**src/rtl/qpmm_final_reduce.sv**
```systemverilog
// Final reduction of a redundant QPMM product Z (0 <= Z < 4P) to R = Z mod P through
// two limb-serial conditional subtractors (2P, then P) and a credit-guarded FWFT FIFO.
// Optional: QPMM_REDUCE_RANGE_CHECK_EN adds sticky err_range for Z >= 4P.
module qpmm_final_reduce #(
  parameter int W     = 256,
  parameter int LIMB  = 64,
  parameter logic [W-1:0] P = 256'h30644e72e131a029b85045b68181585d97816a916871ca8d3c208c16d87cfd47,
  parameter int TAGW  = 8,
  parameter int DEPTH = 8
) (
  input  logic                    clk,
  input  logic                    rst,
  input  logic                    in_valid,
  input  logic [W-1:0]            in_z,
  input  logic [TAGW-1:0]         in_tag,
  output logic                    in_ready,
  output logic                    out_valid,
  output logic [W-1:0]            out_r,
  output logic [TAGW-1:0]         out_tag,
  input  logic                    out_ready,
  output logic                    err_ovf,
  output logic [$clog2(DEPTH):0]  inflight
`ifdef QPMM_REDUCE_RANGE_CHECK_EN
  , output logic                  err_range
`endif
);

  localparam int NL     = W / LIMB;
  localparam int STAGES = 2 * NL + 1;
  localparam int AW     = $clog2(DEPTH);
  localparam int CW     = AW + 1;
  localparam logic [W-1:0] P2 = P << 1;

  logic acc, push, pop;

  // Stage 0 is the input register; select 2 is combinational off the last stage.
  logic [STAGES:0]           vld_pipe;
  logic [STAGES:0][W-1:0]    a_q, d_q, a_n, d_n;
  logic [STAGES:0]           b_q, b_n;
  logic [STAGES:0][TAGW-1:0] tag_q;
  int                        limb;
  logic [LIMB-1:0]           kl;
  logic [LIMB:0]             diff;
`ifdef QPMM_REDUCE_RANGE_CHECK_EN
  logic [STAGES:0]           c_q, c_n;
  logic [LIMB:0]             diff2;
`endif

  assign acc = in_valid && in_ready;

  always_comb begin
    a_n  = '0;
    d_n  = '0;
    b_n  = '0;
    limb = 0;
    kl   = '0;
    diff = '0;
`ifdef QPMM_REDUCE_RANGE_CHECK_EN
    c_n   = '0;
    diff2 = '0;
`endif
    a_n[0] = in_z;
    for (int k = 1; k <= STAGES; k++) begin
      a_n[k] = a_q[k-1];
      d_n[k] = d_q[k-1];
      b_n[k] = b_q[k-1];
      if (k == NL + 1) begin
        // Select 1: a borrow means Z < 2P, keep Z.
        a_n[k] = b_q[k-1] ? a_q[k-1] : d_q[k-1];
        d_n[k] = '0;
        b_n[k] = 1'b0;
      end else begin
        limb = (k <= NL) ? k - 1 : k - NL - 2;
        kl   = (k <= NL) ? P2[limb*LIMB +: LIMB] : P[limb*LIMB +: LIMB];
        diff = {1'b0, a_q[k-1][limb*LIMB +: LIMB]} - {1'b0, kl} - {{LIMB{1'b0}}, b_q[k-1]};
        d_n[k][limb*LIMB +: LIMB] = diff[LIMB-1:0];
        b_n[k] = diff[LIMB];
`ifdef QPMM_REDUCE_RANGE_CHECK_EN
        // Parallel borrow-only chain for R1 - 2P during phase 2.
        if (k > NL + 1) begin
          diff2  = {1'b0, a_q[k-1][limb*LIMB +: LIMB]} - {1'b0, P2[limb*LIMB +: LIMB]}
                   - {{LIMB{1'b0}}, c_q[k-1]};
          c_n[k] = diff2[LIMB];
        end
`endif
      end
    end
  end

  always_ff @(posedge clk) begin
    a_q   <= a_n;
    d_q   <= d_n;
    b_q   <= b_n;
    tag_q <= {tag_q[STAGES-1:0], in_tag};
`ifdef QPMM_REDUCE_RANGE_CHECK_EN
    c_q   <= c_n;
`endif
  end

  always_ff @(posedge clk or posedge rst) begin
    if (rst) vld_pipe <= '0;
    else     vld_pipe <= {vld_pipe[STAGES-1:0], acc};
  end

  // Select 2 feeds the FIFO write port directly.
  logic [W-1:0] r_sel;
  assign r_sel = b_q[STAGES] ? a_q[STAGES] : d_q[STAGES];
  assign push  = vld_pipe[STAGES];

  logic [W-1:0]    mem_r [DEPTH];
  logic [TAGW-1:0] mem_t [DEPTH];
  logic [AW-1:0]   wr_ptr, rd_ptr;
  logic [AW:0]     cnt;

  assign out_valid = (cnt != '0);
  assign out_r     = mem_r[rd_ptr];
  assign out_tag   = mem_t[rd_ptr];
  assign pop       = out_valid && out_ready;

  always_ff @(posedge clk) begin
    if (push) begin
      mem_r[wr_ptr] <= r_sel;
      mem_t[wr_ptr] <= tag_q[STAGES];
    end
  end

  always_ff @(posedge clk or posedge rst) begin
    if (rst) begin
      wr_ptr <= '0;
      rd_ptr <= '0;
      cnt    <= '0;
    end else begin
      if (push) wr_ptr <= wr_ptr + AW'(1);
      if (pop)  rd_ptr <= rd_ptr + AW'(1);
      case ({push, pop})
        2'b10:   cnt <= cnt + CW'(1);
        2'b01:   cnt <= cnt - CW'(1);
        default: cnt <= cnt;
      endcase
    end
  end

  // inflight never exceeds DEPTH (a power of two), so its MSB alone flags "full".
  assign in_ready = ~inflight[AW];

  always_ff @(posedge clk or posedge rst) begin
    if (rst) begin
      inflight <= '0;
      err_ovf  <= 1'b0;
    end else begin
      case ({acc, pop})
        2'b10:   inflight <= inflight + CW'(1);
        2'b01:   inflight <= inflight - CW'(1);
        default: inflight <= inflight;
      endcase
      if (in_valid && !in_ready) err_ovf <= 1'b1;
    end
  end

`ifdef QPMM_REDUCE_RANGE_CHECK_EN
  // No borrow on R1 - 2P means R1 >= 2P, i.e. Z was out of range.
  always_ff @(posedge clk or posedge rst) begin
    if (rst)                                err_range <= 1'b0;
    else if (vld_pipe[STAGES] && !c_q[STAGES]) err_range <= 1'b1;
  end
`endif

endmodule
```
**config.mk**
```make
export PLATFORM = sky130hd
export DESIGN_NAME = qpmm_final_reduce
export DESIGN_NICKNAME = d
export VERILOG_FILES = /design/src/rtl/qpmm_final_reduce.sv
export SDC_FILE = /design/constraint.sdc
export NUM_CORES = 2
export LEC_CHECK = 0
export CAP_MARGIN = 20
export CORE_MARGIN = 2
export CORE_UTILIZATION = 45
export DETAILED_ROUTE_END_ITERATION = 7
export SETUP_SLACK_MARGIN = 0.2
export SKIP_LAST_GASP = 1
export SYNTH_ARGS = -nofsm -noshare
export SYNTH_HDL_FRONTEND = slang
export SYNTH_SLANG_ARGS = --single-unit
export TNS_END_PERCENT = 100
```
**constraint.sdc**
```tcl
create_clock -name clk -period 39.1 [get_ports clk]
set_input_delay 7.82 -clock clk [delete_from_list [all_inputs] [get_ports clk]]
set_output_delay 7.82 -clock clk [all_outputs]
set_load 0.05 [all_outputs]
```
==> metrics.md <==
| Metric | Value |
|---|---|
| DIE AREA | `416400 sq um` |
| HP Start | `d_n[2487]$_DFF_P_` |
| FFs w/ async S/R, synth | `0.004125` |
| Io pins | `539` |
| Largest stage delay, worst path | `1.11 ns` |
| FF-to-FF End | `mem_r[1][207]$_DFFE_PP_` |
| Critical Path AT | `7.48 ns` |
| Global-route wire length before repair | `548600 um` |
| Synthesized area per cell | `17.41 sq um` |
| Layout overhead on the synthesized area | `17.53%` |
| Yosys reg bits | `6061` |
| Setup Viol. Count Final | `0` |
| # Max-Cap Violations | `0` |
| HPWL after detailed placement | `235000 um` |
| Top cell by count, worst path | `buf_4` |
| Worst-margin pin slew | `1.116 ns` |
| Switch Pwr | `5.019 mW` |
| Top cell type by total area after synthesis | `dfxtp_1` |
| Die height | `645.3 um` |
| WS Path Type | `flop to output port` |
| CP Cell Sequence | `buf_4, buf_4, buf_4, buf_4, buf_4, mux4_2, mux2_2, clkdlybuf4s50_1` |
| Pins Over Slew Limit | `0` |
| Drt total wl | `365700 um` |
| TritonCTS Buffers | `592` |
| Layout cells sized above 1 | `0.2016` |
| Post-synth top cells | `dfxtp_1 (3924), edfxtp_1 (2112), mux2_2 (777), mux4_2 (528), ha_1 (358)` |
| Iteration count of the initial detailed-routing pass | `6` |
| Final hold slack | `0.2913 ns` |
| Synth Instances | `10630` |
| Clock latency on the worst-skew pair | `1.04 ns` |
| Final Hold Violating Endpoints | `0` |
| Crit path launch | `rd_ptr[1]$_DFFE_PP0P_` |
| # rows | `235` |
| Hold buffer count at CTS | `0` |
| WP data required | `31.28 ns` |
| Die W | `645.3 um` |
| DP Worst Slack | `24.60 ns` |
| Skew final | `0.06083 ns` |
| Post-Syn Nets | `11260` |
| Setup slack after layout | `23.80 ns` |
| Clk sink count | `6061` |
| P_leak | `80.80 nW` |
| Final Wtd Congestion | `0.8769` |
| Via count | `86580` |
| Cells after DPL | `16480` |
| Synth warn | `0` |
| Critical path's slowest cell | `dfrtp_4` |
| Startpoint types | `flop` |
| CTS resizes | `0` |
| Tot Pwr | `17.58 mW` |
| Clock-pin transition on the worst setup and hold timing paths | `0.06 ns` |
| Post-route insts no fill | `17590` |
| Setup TNS Final | `0 ns` |
| Cell Area, Synth | `185100 sq um` |
| CP Capture Type | `output port` |
| Gr usage total | `0.1721` |
| Synth top area share | `0.4245` |
| Net Sw Frac | `0.2855` |
| Status | `finished, final reports clean` |
| DRC | `0` |
| VDD IR-drop max | `0.07819 mV` |
| Antenna violations before repair | `76` |
| CTS max path bufs | `4` |
| EDFF count, synth | `2112` |
| Starting Density | `0.4518` |
| Synth Flop Type | `dfxtp_1` |
| R2R Setup Slk | `34.15 ns` |
| Cell Int Power | `12.56 mW` |
| Distinct cells, synth | `113` |
| DR WL/cell | `20.79 um` |
| Vias per Instance | `4.922` |
| Root buffer cell | `clkbuf_16` |
| Share of power burned in registers | `0.454` |
| Htree depth | `6` |
| Setup bufs post-CTS | `0` |
| Clock period minus worst slack | `15.30 ns` |
| DRT iter0 DRCs | `6366` |
| Clock power frac | `0.325` |
| CP max FO | `68` |
| Final ANT Viol Nets | `0` |
| Total grt overflow | `0` |
| Comb power frac | `0.221` |
| Max-slew headroom | `0.2561` |
| Port Buffer Count | `538` |
| Vias in the first global route | `89840` |
| Sequential share of the synthesized area | `0.7706` |
| Net total in the final layout | `12250` |
| P per Cell Area | `80.83 nW/um^2` |
| Unrepaired setup endpoints after global routing | `no` |
| Placeable Area | `409600 sq um` |
| R2R Path Start | `vld_pipe[9]$_DFF_PP0_` |
| Highest clock rate | `65.35 MHz` |
| Crit path to | `out_r[130]` |
| Hold Path Class | `flop to flop` |
| Period Utilization, post-route | `0.3914` |
| Largest net degree at the start of global routing | `123` |
| R2R cell count | `6` |
| Most area-consuming cells after synthesis | `dfxtp_1 (42%), edfxtp_1 (34%), mux4_2 (6.4%)` |
| CTS tree | `done` |
| Top-count cell post-synth | `dfxtp_1` |
placed cells by master (no fill, tap or decap), types with 88 or more instances in the layout:
| cell type | synthesis | layout |
|---|---|---|
| clkbuf_8 | 0 | 106 |
| mux2_2 | 777 | 777 |
| nand2_1 | 252 | 252 |
| o21ai_0 | 164 | 164 |
| edfxtp_1 | 2112 | 2112 |
| nor2_1 | 296 | 290 |
| clkbuf_1 | 163 | 127 |
| clkdlybuf4s50_1 | 0 | 538 |
| xor2_1 | 182 | 182 |
| nor3_1 | 92 | 90 |
| clkbuf_16 | 0 | 615 |
| buf_4 | 1 | 88 |
| xnor2_1 | 306 | 306 |
| inv_1 | 309 | 309 |
| a21oi_1 | 144 | 144 |
| ha_1 | 358 | 358 |
| mux4_2 | 528 | 528 |
| dfxtp_1 | 3924 | 3922 |
flip-flops by register name, summed over array words and instances, names as in the netlist:
| signal | cells |
|---|---|
| wr_ptr | 3 |
| err_ovf | 1 |
| cnt | 4 |
| inflight | 4 |
| mem_t | 64 |
| a_n | 2048 |
| d_n | 765 |
| d_q | 512 |
| rd_ptr | 3 |
| tag_q | 80 |
| b_q | 8 |
| vld_pipe | 10 |
| mem_r | 2048 |
| a_q | 511 |
cell families after synthesis:
family | after synthesis | share of synthesized area
DFF | 6061 | 0.7706
buffers and inverters | 544 | 0.01110
adders and majority gates | 363 | 0.02475
xor gates and xnor gates | 488 | 0.02310
AOI/OAI and AO/OA | 727 | 0.02730
and+or+nand+nor | 1140 | 0.03157
muxes | 1306 | 0.1116
stage by stage:
stage,area (sq um),utilization
4_1_cts,217400,0.5309
3_5_place_dp,197200,0.4815
5_1_grt,217500,0.5309
6_report,217500,0.5310
3_3_place_gp,197200,0.4815
2_1_floorplan,185100,-
final cells by class:
type                    count  area [sq um]
multi-input cells        4024         40450
well taps                5451          6820
fillers                 32480        192100
inverters                 309          1160
flip-flops and latches   6061        142600
diodes                     25         62.56
clock inverters           234          2865
repair buffers            632          6151
clock buffers             855         17370
per-layer routing:
layer,track usage,vias up,share of wire
met5,0,-,0.00080
met4,0.05635,44,0.032
met3,0.03180,745,0.053
met2,0.2930,2054,0.49
met1,0.2221,43170,0.43
li1,-,40570,-
worst max-delay path, delay by kind of cell, from the launching register on:
family / cells / cell delay, ns
flops: 1 / 1.11
mux: 2 / 0.70
buf+inv: 6 / 4.22
power by group through the flow:
| stage | logic, mW | registers, mW | clock network (mW) |
|---|---|---|---|
| after floorplan | 2.75 | 8.07 | 0 |
| after global placement | 3.87 | 8.10 | 0 |
| after detailed placement | 3.92 | 8.13 | 0 |
| after CTS | 3.94 | 8.00 | 5.86 |
| after global routing | 4.11 | 8.07 | 6.12 |
| final | 3.88 | 7.98 | 5.72 |
worst min path at each step:
stage | to | slack [ns] | depth (start not counted)
2_1_floorplan | a_n[1000]$_DFF_P_ | 0.31 | 0
3_3_place_gp | d_q[2403]$_DFF_P_ | 0.31 | 0
3_5_place_dp | a_n[639]$_DFF_P_ | 0.31 | 0
4_1_cts | d_q[2487]$_DFF_P_ | 0.29 | 0
5_1_grt | a_n[1220]$_DFF_P_ | 0.30 | 0
6_report | d_q[2487]$_DFF_P_ | 0.29 | 0
Note: power is estimated with default switching activity, not from simulation.
